[config.mk]
export PLATFORM = sky130hd
export DESIGN_NAME = eth_tx_burst_arbiter
export DESIGN_NICKNAME = d
export VERILOG_FILES = /design/src/rtl/eth_pon_pkg.sv /design/src/rtl/burst_window_timer.sv /design/src/rtl/eth_tx_burst_arbiter.sv
export SDC_FILE = /design/constraint.sdc
export NUM_CORES = 1
export LEC_CHECK = 0
export CORE_AREA = 2 2 160 162
export CTS_BUF_LIST = sky130_fd_sc_hd__clkbuf_4 sky130_fd_sc_hd__clkbuf_8 sky130_fd_sc_hd__clkbuf_16
export DETAILED_ROUTE_END_ITERATION = 16
export DIE_AREA = 0 0 162 164
export PLACE_DENSITY = 0.72
export SYNTH_ARGS = -nofsm -noshare
export SYNTH_HDL_FRONTEND = slang
export SYNTH_SLANG_ARGS = --single-unit
export TNS_END_PERCENT = 20
[constraint.sdc]
create_clock -name tx_axis_usrclk -period 5.9 [get_ports tx_axis_usrclk]
set_input_delay 1.77 -clock tx_axis_usrclk [delete_from_list [all_inputs] [get_ports tx_axis_usrclk]]
set_output_delay 1.77 -clock tx_axis_usrclk [all_outputs]
set_load 0.01 [all_outputs]
[src/rtl/eth_pon_pkg.sv]
// Shared types and constants for the XG-PON TX burst arbiter slice.
package eth_pon_pkg;

  typedef enum logic [1:0] {
    IDLE   = 2'd0,
    GRANT0 = 2'd1,
    GRANT1 = 2'd2
  } arb_state_t;

  localparam logic SRC_LB   = 1'b0;
  localparam logic SRC_PRBS = 1'b1;
  localparam int   TMR_W    = 32;

endpackage

[src/rtl/burst_window_timer.sv]
// Burst window timer: shadowed length/period, period counter and registered
// window flag that gates new frame grants.
module burst_window_timer
  import eth_pon_pkg::*;
(
  input  logic             tx_axis_usrclk,
  input  logic             reset_in,
  input  logic             enable,
  input  logic [TMR_W-1:0] burst_length,
  input  logic [TMR_W-1:0] burst_period,
  output logic             window_open
);

  logic [TMR_W-1:0] period_cnt_q, period_cnt_d;
  logic [TMR_W-1:0] len_q, len_d;
  logic [TMR_W-1:0] per_q, per_d;
  logic             en_q, en_d;
  logic             win_q, win_d;
  logic             first_s, wrap_s;
  logic [TMR_W-1:0] len_use_s, per_use_s;

  // On the first enabled cycle the shadows are stale, so the live inputs decide.
  always_comb begin
    first_s   = enable & ~en_q;
    len_use_s = first_s ? burst_length : len_q;
    per_use_s = first_s ? burst_period : per_q;
    wrap_s    = (per_use_s == {TMR_W{1'b0}}) ||
                (period_cnt_q >= (per_use_s - {{(TMR_W-1){1'b0}}, 1'b1}));
    en_d         = enable;
    period_cnt_d = period_cnt_q;
    len_d        = len_q;
    per_d        = per_q;
    win_d        = 1'b0;
    if (!enable) begin
      period_cnt_d = {TMR_W{1'b0}};
      win_d        = 1'b0;
    end else begin
      period_cnt_d = wrap_s ? {TMR_W{1'b0}} : (period_cnt_q + {{(TMR_W-1){1'b0}}, 1'b1});
      if (wrap_s || first_s) begin
        len_d = burst_length;
        per_d = burst_period;
      end else begin
        len_d = len_q;
        per_d = per_q;
      end
      win_d = (per_use_s == {TMR_W{1'b0}}) || (len_use_s >= per_use_s) ||
              (period_cnt_q < len_use_s);
    end
  end

  // Timer state registers.
  always_ff @(posedge tx_axis_usrclk or posedge reset_in) begin
    if (reset_in) begin
      period_cnt_q <= {TMR_W{1'b0}};
      len_q        <= {TMR_W{1'b0}};
      per_q        <= {TMR_W{1'b0}};
      en_q         <= 1'b0;
      win_q        <= 1'b0;
    end else begin
      period_cnt_q <= period_cnt_d;
      len_q        <= len_d;
      per_q        <= per_d;
      en_q         <= en_d;
      win_q        <= win_d;
    end
  end

  assign window_open = win_q;

endmodule

[src/rtl/eth_tx_burst_arbiter.sv]
// Frame-atomic two-source arbiter for the 10G MAC TX AXI-stream port; new
// frames start only inside the burst window, sources alternate on contention.
module eth_tx_burst_arbiter
  import eth_pon_pkg::*;
#(
  parameter int DATA_W = 32,
  parameter int KEEP_W = 4,
  parameter int CNT_W  = 16
) (
  input  logic              tx_axis_usrclk,
  input  logic              reset_in,
  input  logic              enable,
  input  logic [31:0]       burst_length,
  input  logic [31:0]       burst_period,
  input  logic [DATA_W-1:0] s0_tdata,
  input  logic [KEEP_W-1:0] s0_tkeep,
  input  logic              s0_tvalid,
  input  logic              s0_tlast,
  input  logic              s0_tuser,
  output logic              s0_tready,
  input  logic [DATA_W-1:0] s1_tdata,
  input  logic [KEEP_W-1:0] s1_tkeep,
  input  logic              s1_tvalid,
  input  logic              s1_tlast,
  input  logic              s1_tuser,
  output logic              s1_tready,
  output logic [DATA_W-1:0] m_tdata,
  output logic [KEEP_W-1:0] m_tkeep,
  output logic              m_tvalid,
  output logic              m_tlast,
  output logic              m_tuser,
  input  logic              m_tready,
  output logic              window_open,
  output logic [1:0]        grant,
  output logic [CNT_W-1:0]  frame_cnt_0,
  output logic [CNT_W-1:0]  frame_cnt_1
);

  arb_state_t       state_q, state_d;
  logic [1:0]       grant_q, grant_d;
  logic             last_grant_q, last_grant_d;
  logic [CNT_W-1:0] frame_cnt_0_q, frame_cnt_0_d;
  logic [CNT_W-1:0] frame_cnt_1_q, frame_cnt_1_d;
  logic             window_open_s, tlast_hs_s, cand0_s, cand1_s;

  burst_window_timer u_timer (
    .tx_axis_usrclk (tx_axis_usrclk),
    .reset_in       (reset_in),
    .enable         (enable),
    .burst_length   (burst_length),
    .burst_period   (burst_period),
    .window_open    (window_open_s)
  );

  // Zero-latency passthrough of the owning source; everything reads 0 when idle.
  always_comb begin
    m_tdata   = {DATA_W{1'b0}};
    m_tkeep   = {KEEP_W{1'b0}};
    m_tvalid  = 1'b0;
    m_tlast   = 1'b0;
    m_tuser   = 1'b0;
    s0_tready = 1'b0;
    s1_tready = 1'b0;
    case (state_q)
      GRANT0: begin
        m_tdata   = s0_tdata;
        m_tkeep   = s0_tkeep;
        m_tvalid  = s0_tvalid;
        m_tlast   = s0_tlast;
        m_tuser   = s0_tuser;
        s0_tready = m_tready;
      end
      GRANT1: begin
        m_tdata   = s1_tdata;
        m_tkeep   = s1_tkeep;
        m_tvalid  = s1_tvalid;
        m_tlast   = s1_tlast;
        m_tuser   = s1_tuser;
        s1_tready = m_tready;
      end
      default: begin
        m_tvalid = 1'b0;
      end
    endcase
  end

  assign tlast_hs_s = m_tvalid & m_tready & m_tlast;
  assign cand0_s    = s0_tvalid & window_open_s & enable;
  assign cand1_s    = s1_tvalid & window_open_s & enable;

  // Arbitration happens only between frames, so a started frame always completes.
  always_comb begin
    state_d       = state_q;
    grant_d       = grant_q;
    last_grant_d  = last_grant_q;
    frame_cnt_0_d = frame_cnt_0_q;
    frame_cnt_1_d = frame_cnt_1_q;
    if ((state_q == IDLE) || tlast_hs_s) begin
      if (cand0_s && (!cand1_s || (last_grant_q == SRC_PRBS))) begin
        state_d      = GRANT0;
        grant_d      = 2'b01;
        last_grant_d = SRC_LB;
      end else if (cand1_s) begin
        state_d      = GRANT1;
        grant_d      = 2'b10;
        last_grant_d = SRC_PRBS;
      end else begin
        state_d = IDLE;
        grant_d = 2'b00;
      end
    end else begin
      state_d = state_q;
    end
    if (tlast_hs_s && (state_q == GRANT0)) begin
      frame_cnt_0_d = frame_cnt_0_q + CNT_W'(1);
    end else if (tlast_hs_s && (state_q == GRANT1)) begin
      frame_cnt_1_d = frame_cnt_1_q + CNT_W'(1);
    end else begin
      frame_cnt_0_d = frame_cnt_0_q;
    end
  end

  // Arbiter state, round-robin pointer and frame counters.
  always_ff @(posedge tx_axis_usrclk or posedge reset_in) begin
    if (reset_in) begin
      state_q       <= IDLE;
      grant_q       <= 2'b00;
      last_grant_q  <= SRC_PRBS;
      frame_cnt_0_q <= {CNT_W{1'b0}};
      frame_cnt_1_q <= {CNT_W{1'b0}};
    end else begin
      state_q       <= state_d;
      grant_q       <= grant_d;
      last_grant_q  <= last_grant_d;
      frame_cnt_0_q <= frame_cnt_0_d;
      frame_cnt_1_q <= frame_cnt_1_d;
    end
  end

  assign window_open = window_open_s;
  assign grant       = grant_q;
  assign frame_cnt_0 = frame_cnt_0_q;
  assign frame_cnt_1 = frame_cnt_1_q;

endmodule

==> results of run 1 <==
## kinds of logic (layout without fill, tap and decap cells)
| logic type | count (synthesis) | count (layout) |
|---|---|---|
| simple gates | 315 | 315 |
| mux | 137 | 137 |
| flops | 133 | 133 |
| compound gates | 131 | 131 |
| fa+ha+maj | 98 | 98 |
| xor+xnor | 98 | 98 |
| buf+inv | 81 | 362 |
## sequential cells by signal, indices dropped and copies added, names as in the netlist
| register | cells |
|---|---|
| frame_cnt_0 | 16 |
| u_timer.en_q | 1 |
| u_timer.per_q | 32 |
| last_grant_q | 1 |
| u_timer.period_cnt_q | 32 |
| frame_cnt_1 | 16 |
| u_timer.len_q | 32 |
| u_timer.window_open | 1 |
| grant | 2 |
## placed cells by master, fill, tap and decap left out, types with 4 or more instances in the layout
cell,Yosys,routed
clkbuf_16,0,17
nand2b_1,7,6
a211oi_1,5,5
or3_1,6,6
a22oi_1,38,38
o21a_1,5,5
a2111oi_0,6,4
and3_1,11,11
clkinv_2,0,4
nor3_1,20,18
dfrtp_1,132,132
mux2_1,59,59
nor2b_1,45,44
clkdlybuf4s50_1,0,220
xnor2_1,52,52
mux2_2,8,8
and2_1,4,5
nand3_1,26,26
nor2_1,94,93
buf_4,1,62
o21ai_0,16,15
nand2_1,46,46
o211ai_1,4,4
a21oi_1,24,23
inv_1,45,44
ha_1,96,96
mux2i_1,69,69
xor2_1,46,46
nor4_1,6,6
nand4_1,34,34
a21o_1,16,16
## report_power, final
group	switching [W]	total (W)	leakage, nW	internal (W)
combinational	0.000425	0.000868	4.08	0.000444
sequential	0.0000586	0.00105	1.68	0.000993
clock	0.000417	0.00111	0.304	0.000691
## metrics by stage
step / setup TNS (ps) / utilization [%] / instances / power [W] / hold WS (ps)
2_1_floorplan: 0 / - / 993 / 0.00158 / 458
3_3_place_gp: -11010 / 51.3 / 1572 / 0.00191 / 456
3_5_place_dp: -17960 / 51.3 / 1572 / 0.00193 / 465
4_1_cts: 0 / 53.7 / 1604 / 0.00305 / 476
5_1_grt: 0 / 53.9 / 1604 / 0.00320 / 494
6_report: 0 / 53.9 / 1604 / 0.00303 / 466
## worst max-delay path, delay by kind of cell
kind | cells | cell delay (ps)
xor+xnor | 1 | 140
mux | 1 | 360
simple gates | 4 | 1080
buf+inv | 3 | 900
fa+ha+maj | 1 | 300
compound gates | 7 | 1190
## cell usage after synthesis (6+ instances only)
cell,n
a2111oi_0,6
a21o_1,16
a21oi_1,24
a22oi_1,38
and3_1,11
buf_1,6
buf_6,7
clkbuf_1,20
dfrtp_1,132
ha_1,96
inv_1,45
mux2_1,59
mux2_2,8
mux2i_1,69
nand2_1,46
nand2b_1,7
nand3_1,26
nand4_1,34
nor2_1,94
nor2b_1,45
nor3_1,20
nor4_1,6
o21ai_0,16
or3_1,6
xnor2_1,52
xor2_1,46
## routing by layer
metal | GRT usage (%) | wire, um | vias up | share of wire, %
met1 | 25.4 | 11800 | 4062 | 44
met5 | 0 | 0 | - | 0
li1 | - | - | 4095 | -
met3 | 3.43 | 1310 | 28 | 4.8
met2 | 36.7 | 13500 | 215 | 50
met4 | 5.31 | 397 | 0 | 1.5
## path summary, 6_finish.rpt
kind | slack [ps] | to
hold reg to reg | 470 | frame_cnt_0[15]
setup / recovery | 430 | u_timer.per_q[18]
setup reg to reg | 1400 | u_timer.per_q[18]
max in group asynchronous | 3130 | u_timer.len_q[31]
min in group asynchronous | 1860 | frame_cnt_0[5]
hold / removal | 470 | frame_cnt_0[15]
## layout make-up
type	count	share of cell area (%)
multi-input combinational	779	45.8
sequential	133	24.9
timing repair buffer	285	20.3
clock buffer	20	3.44
tap	330	3.09
inverter	45	1.30
clock inverter	12	1.14
## repair_timing
| item | in CTS | in global routing |
|---|---|---|
| hold buffers | 0 | 0 |
| gates resized for setup | 0 | 13 |
| setup endpoints to repair | 0 | 94 |
==> metrics.csv, run 1 <==
stage,metric,value,unit
global_routing,initial antenna violation count,0,
route,initial DRC count,352,
global_routing,"Remaining Overflow, GRT",0,
clock_tree,Root Driver,clkbuf_16,
placement,Final Wtd Congestion,0.850,
die,Top-Level Pins,222,
power_and_ir_drop,power per cell area,226,nW/um^2
placement,DP Area,12700,sq um
clock_tree,post-CTS setup buffer count,0,
global_routing,first-pass GRT wire length,43500,um
yosys,Mean Syn Cell Area,9.83,sq um
route,Final ANT Viol Nets,0,
clock_tree,htree depth,4,
die,die extent in y,164,um
setup_path,worst r2r src,u_timer.en_q,
yosys,top cell type's share of synthesized area,33.8,%
layout,area of the multi-input gates,6130,sq um
yosys,Syn Nets,1235,
route,1st-pass router iterations,4,
setup_path,CP max-delay cell,clkdlybuf4s50_1,
setup_path,origin of the worst setup path,burst_period[8],
min_path,hold path depth,1,
run,Max-Cap Viols,0,
setup_path,Crit Path Class,input port to flip-flop,
route,via count,8400,
yosys,Compound-Gate Fraction of Synth Area,9.52,%
global_routing,GRT Total Usage,20.4,%
setup_path,Setup crit start kind,input port,
route,Wirelength per Cell,16.9,um
timing,unrepaired setup endpoints after global routing,false,
route,detailed-route wire length,27100,um
global_routing,vias in the first global route,8487,
setup_path,crit-path cells,"clkdlybuf4s50_1, or3_1, a21oi_2, nand4b_1, nor3_2, nand2_1, xnor2_1, ha_1, a21o_1, a21oi_1, o21ai_0, o2111a_1, a211oi_1, buf_4, a41oi_4, buf_12, mux2_1",
yosys,#FFs+latches synth,133,
yosys,"EDFF count, synth",0,
yosys,Syn Inst Count,993,
die,Core Box Area,24800,sq um
yosys,biggest area consumer among synthesized cells,dfrtp_1,
timing,Final Hold Fails,0,
yosys,Yosys cell types,59,
yosys,Yosys Warn Count,0,
layout,Final Net Count,1503,
clock_tree,CTS tree,built,
yosys,Simple-Gate Fraction of Synth Area,16.4,%
run_status,status,completed,
placement,Port Buffers,221,
timing,measured slew at the worst slew-check pin,984,ps
die,chip width,162,um
clock_tree,"Clk pin slew, worst setup/hold paths",60,ps
setup_path,worst r2r path cells,17,
clock_tree,Max Root-Sink Buffers,2,
min_path,worst hold path startpoint,frame_cnt_0[15],
timing,Max Freq,183,MHz
layout,FILL cells,2218,
timing,Slew HR,34.4,%
yosys,Synth Area in Adders,12.5,%
min_path,Worst Hold Class,flip-flop to flip-flop,
route,residual DRC count,0,
layout,register area,3330,sq um
die,row count,58,
layout,number of diodes,0,
timing,count of final setup violators,0,
layout,layout cell share with drive strength beyond 1,9.50,%
setup_path,Required @ worst endpoint,6200,ps
layout,Final Cell Area,13400,sq um
yosys,register area share after synthesis,34.1,%
timing,Tcrit/Tclk final,92.7,%
power_and_ir_drop,leakage power total,6.07,nW
yosys,synthesized area,9760,sq um
timing,"Slew Viols, Final",0,
timing,post-route setup slack,433,ps
global_routing,largest net degree at the start of global routing,82,
yosys,Area contributors post-synth,"dfrtp_1 34%, ha_1 12%, mux2i_1 7.1%, mux2_1 6.8%, xnor2_1 4.7%",
clock_tree,worst skew pair latency,430,ps
placement,dpl hpwl,21100,um
die,Initial Utilization,39.3,%
yosys,Synth Area in XOR/XNOR,8.79,%
layout,"Area growth, synth to finish",37.0,%
yosys,post-synthesis mux area share,14.9,%
clock_tree,TritonCTS Buffers,17,
clock_tree,CTS sink count,133,
setup_path,Critical Path Fanout Max,37,
die,die area,26600,sq um
setup_path,CP max stage delay,480,ps
setup_path,Worst Setup End Kind,flip-flop,
setup_path,worst endpoint data arrival time,5770,ps
power_and_ir_drop,maximum VDD drop,0.208,mV
placement,Post-Place Setup Slack,-314,ps
timing,Tmin final,5470,ps
yosys,top_reg_cell synth,dfrtp_1,
route,Avg Vias per Cell,5.24,
yosys,largest family of logic cells by synthesized area,simple AND/OR/NAND/NOR gates,
timing,Final Skew,13.1,ps
yosys,ys async rst share,100,%
(Power assumes the default switching activity.)
==> inputs of run 2 (changes only) <==
Settings changed: TNS_END_PERCENT 20 to 5.
==> results of run 2 <==
Final layout, timing and power as in run 1 (identical DEF).
==> inputs of run 3 (changes only) <==
Settings changed: ABC_AREA set to 1, CORE_AREA 2 2 160 162 to 2 2 165 167, DIE_AREA 0 0 162 164 to 0 0 167 169.
==> metrics.csv, run 3 <==
stage,metric,value,unit
layout,most frequent cells in the layout,"438 x nand2_1, 220 x clkdlybuf4s50_1, 163 x inv_1, 132 x dfrtp_1, 113 x nor2_1",
yosys,Mean Syn Cell Area,7.06,sq um
timing,"Slew Viols, Final",0,
yosys,Post-synth top cells,"438 x nand2_1, 164 x inv_1, 132 x dfrtp_1",
timing,Final Skew,9.74,ps
timing,Final Hold Fails,0,
timing,measured slew at the worst slew-check pin,1090,ps
setup_path,Setup crit start kind,input port,
global_routing,largest net degree at the start of global routing,82,
die,chip width,167,um
clock_tree,CTS sink count,133,
route,Final ANT Viol Nets,0,
yosys,"EDFF count, synth",0,
min_path,worst hold path startpoint,u_timer.len_q[18],
route,Wirelength per Cell,15.9,um
setup_path,Required @ worst endpoint,6270,ps
clock_tree,Max Root-Sink Buffers,2,
yosys,Area contributors post-synth,"dfrtp_1 32%, nand2_1 16%, ha_1 11%, inv_1 5.9%, nand3_1 5.0%",
route,residual DRC count,0,
run_status,status,completed,
timing,Max Freq,183,MHz
timing,Setup TNS,0,ps
route,1st-pass router iterations,5,
timing,Tmin final,5450,ps
die,Initial Utilization,39.4,%
route,initial DRC count,700,
timing,Slew HR,27.4,%
clock_tree,Post-CTS Resized,0,
global_routing,"Remaining Overflow, GRT",0,
die,die extent in y,169,um
placement,Final Wtd Congestion,0.949,
clock_tree,"Clk pin slew, worst setup/hold paths",60,ps
clock_tree,Root Driver,clkbuf_16,
setup_path,Worst Setup End Kind,flip-flop,
route,via count,10500,
global_routing,initial antenna violation count,1,
yosys,Yosys Warn Count,0,
yosys,top_reg_cell synth,dfrtp_1,
clock_tree,hold-fix buffer count after cts,0,
timing,unrepaired setup endpoints after global routing,false,
clock_tree,htree depth,4,
setup_path,Critical Path Fanout Max,64,
yosys,Yosys cell types,47,
yosys,Syn Nets,1723,
layout,"Area growth, synth to finish",29.7,%
layout,Final Net Count,1931,
die,row count,60,
timing,Tcrit/Tclk final,92.4,%
power_and_ir_drop,power per cell area,210,nW/um^2
power_and_ir_drop,total power,0.00284,W
yosys,ys async rst share,100,%
layout,"commonest non-fill, non-tap cell in the layout",nand2_1,
power_and_ir_drop,leakage power total,6.56,nW
yosys,Syn Inst Count,1481,
setup_path,Crit Path Class,input port to flip-flop,
run,Max-Cap Viols,0,
clock_tree,post-CTS setup buffer count,0,
route,Avg Vias per Cell,5.15,
global_routing,vias in the first global route,10300,
setup_path,origin of the worst setup path,enable,
clock_tree,CTS tree,built,
setup_path,worst r2r src,u_timer.en_q,
global_routing,GRT Total Usage,23.1,%
placement,dpl hpwl,25400,um
min_path,Worst Hold Class,flip-flop to flip-flop,
die,Core Box Area,26500,sq um
route,detailed-route wire length,32400,um
layout,layout cell share with drive strength beyond 1,6.93,%
timing,count of final setup violators,0,
die,die area,28200,sq um
layout,Regs by FF count,"u_timer.len_q (32), u_timer.per_q (32), u_timer.period_cnt_q (32)",
clock_tree,TritonCTS Buffers,17,
yosys,top-count cell post-synth,nand2_1,
setup_path,worst endpoint data arrival time,5820,ps
yosys,biggest area consumer among synthesized cells,dfrtp_1,
die,Top-Level Pins,222,
placement,Port Buffers,221,
yosys,synthesized area,10500,sq um
power_and_ir_drop,maximum VDD drop,0.176,mV
yosys,top cell type's share of synthesized area,31.6,%
clock_tree,worst skew pair latency,430,ps
yosys,#FFs+latches synth,133,
global_routing,first-pass GRT wire length,52400,um
yosys,register area share after synthesis,31.9,%
[run 3: cell types whose count changed after synthesis, moves of 29 or more]
cell     before  now
a21oi_1      24  103
a22oi_1      38    0
inv_1        45  164
mux2_1       59    0
mux2i_1      69    1
nand2_1      46  438
nand3_1      26  105
nor2b_1      45    0
o21ai_0      16   49
or2_2         1   30
xnor2_1      52   22
[run 3: layer usage]
| layer | vias up | wire length (um) | track usage [%] |
|---|---|---|---|
| li1 | 5231 | - | - |
| met1 | 4892 | 13300 | 27.3 |
| met2 | 357 | 15900 | 40.8 |
| met3 | 56 | 2370 | 5.89 |
| met4 | 0 | 808 | 8.10 |
| met5 | - | 0 | 0 |
[run 3: kinds of logic after synthesis]
group | Yosys count | share of synthesized area [%]
buffers and inverters | 219 | 9.03
multiplexers | 1 | 0.0958
AO/OA/AOI/OAI | 194 | 10.5
flip-flops | 133 | 31.9
XOR/XNOR | 55 | 4.61
adder cells (fa/ha/maj) | 96 | 11.5
AND/OR/NAND/NOR | 783 | 32.5
[run 3: report_power, final]
| part | total, W | internal, W | switching (W) |
|---|---|---|---|
| clock | 0.00107 | 0.000630 | 0.000437 |
| sequential | 0.00102 | 0.000978 | 0.0000377 |
| combinational | 0.000757 | 0.000318 | 0.000439 |
| total | 0.00284 | 0.00193 | 0.000913 |
[run 3: cell type report]
type	count	area [sq um]
repair buffers	241	2390
flip-flops and latches	133	3330
well taps	341	427
fillers	2549	12900
clock buffers	18	433
multi-input cells	1129	6180
clock inverters	14	154
inverters	167	632
diodes	1	2.50
[run 3: critical path: stages]
cell     delay, ps
buf_2          130
nand2_4        240
buf_12         270
nand2_1        100
o21ai_2        120
nand2_1        100
nor2_1         200
nand2_1        120
nor2_2         250
nand3_2        150
inv_1          260
nor2_1         100
ha_1           310
nand2_1         80
nor2_1         180
nand2_1         80
nor4_1         320
nand4_1        250
nand4_2        210
buf_12         280
nand3_1        140
nand2_1        110
[run 3: final timing paths]
check | slack [ps] | end | depth (start not counted)
worst max-delay path | 450 | u_timer.len_q[19] | 22
worst min-delay path | 460 | u_timer.len_q[18] | 2
worst max register to register | 1330 | u_timer.len_q[19] | 22
worst min register to register | 460 | u_timer.len_q[18] | 2
max in group asynchronous | 3110 | u_timer.len_q[2] | 3
min in group asynchronous | 1860 | frame_cnt_0[14] | 2
[run 3: through the flow]
step / instances / cell area, sq um / setup slack [ps] / hold slack (ps) / utilization, %
after global placement: 2011 / 13000 / 270 / 446 / 48.9
final: 2044 / 13600 / 446 / 463 / 51.1
after global routing: 2043 / 13600 / 108 / 478 / 51.1
after CTS: 2043 / 13600 / 541 / 467 / 51.1
after floorplan: 1481 / 10500 / 577 / 434 / -
after detailed placement: 2011 / 13000 / 96.5 / 451 / 48.9
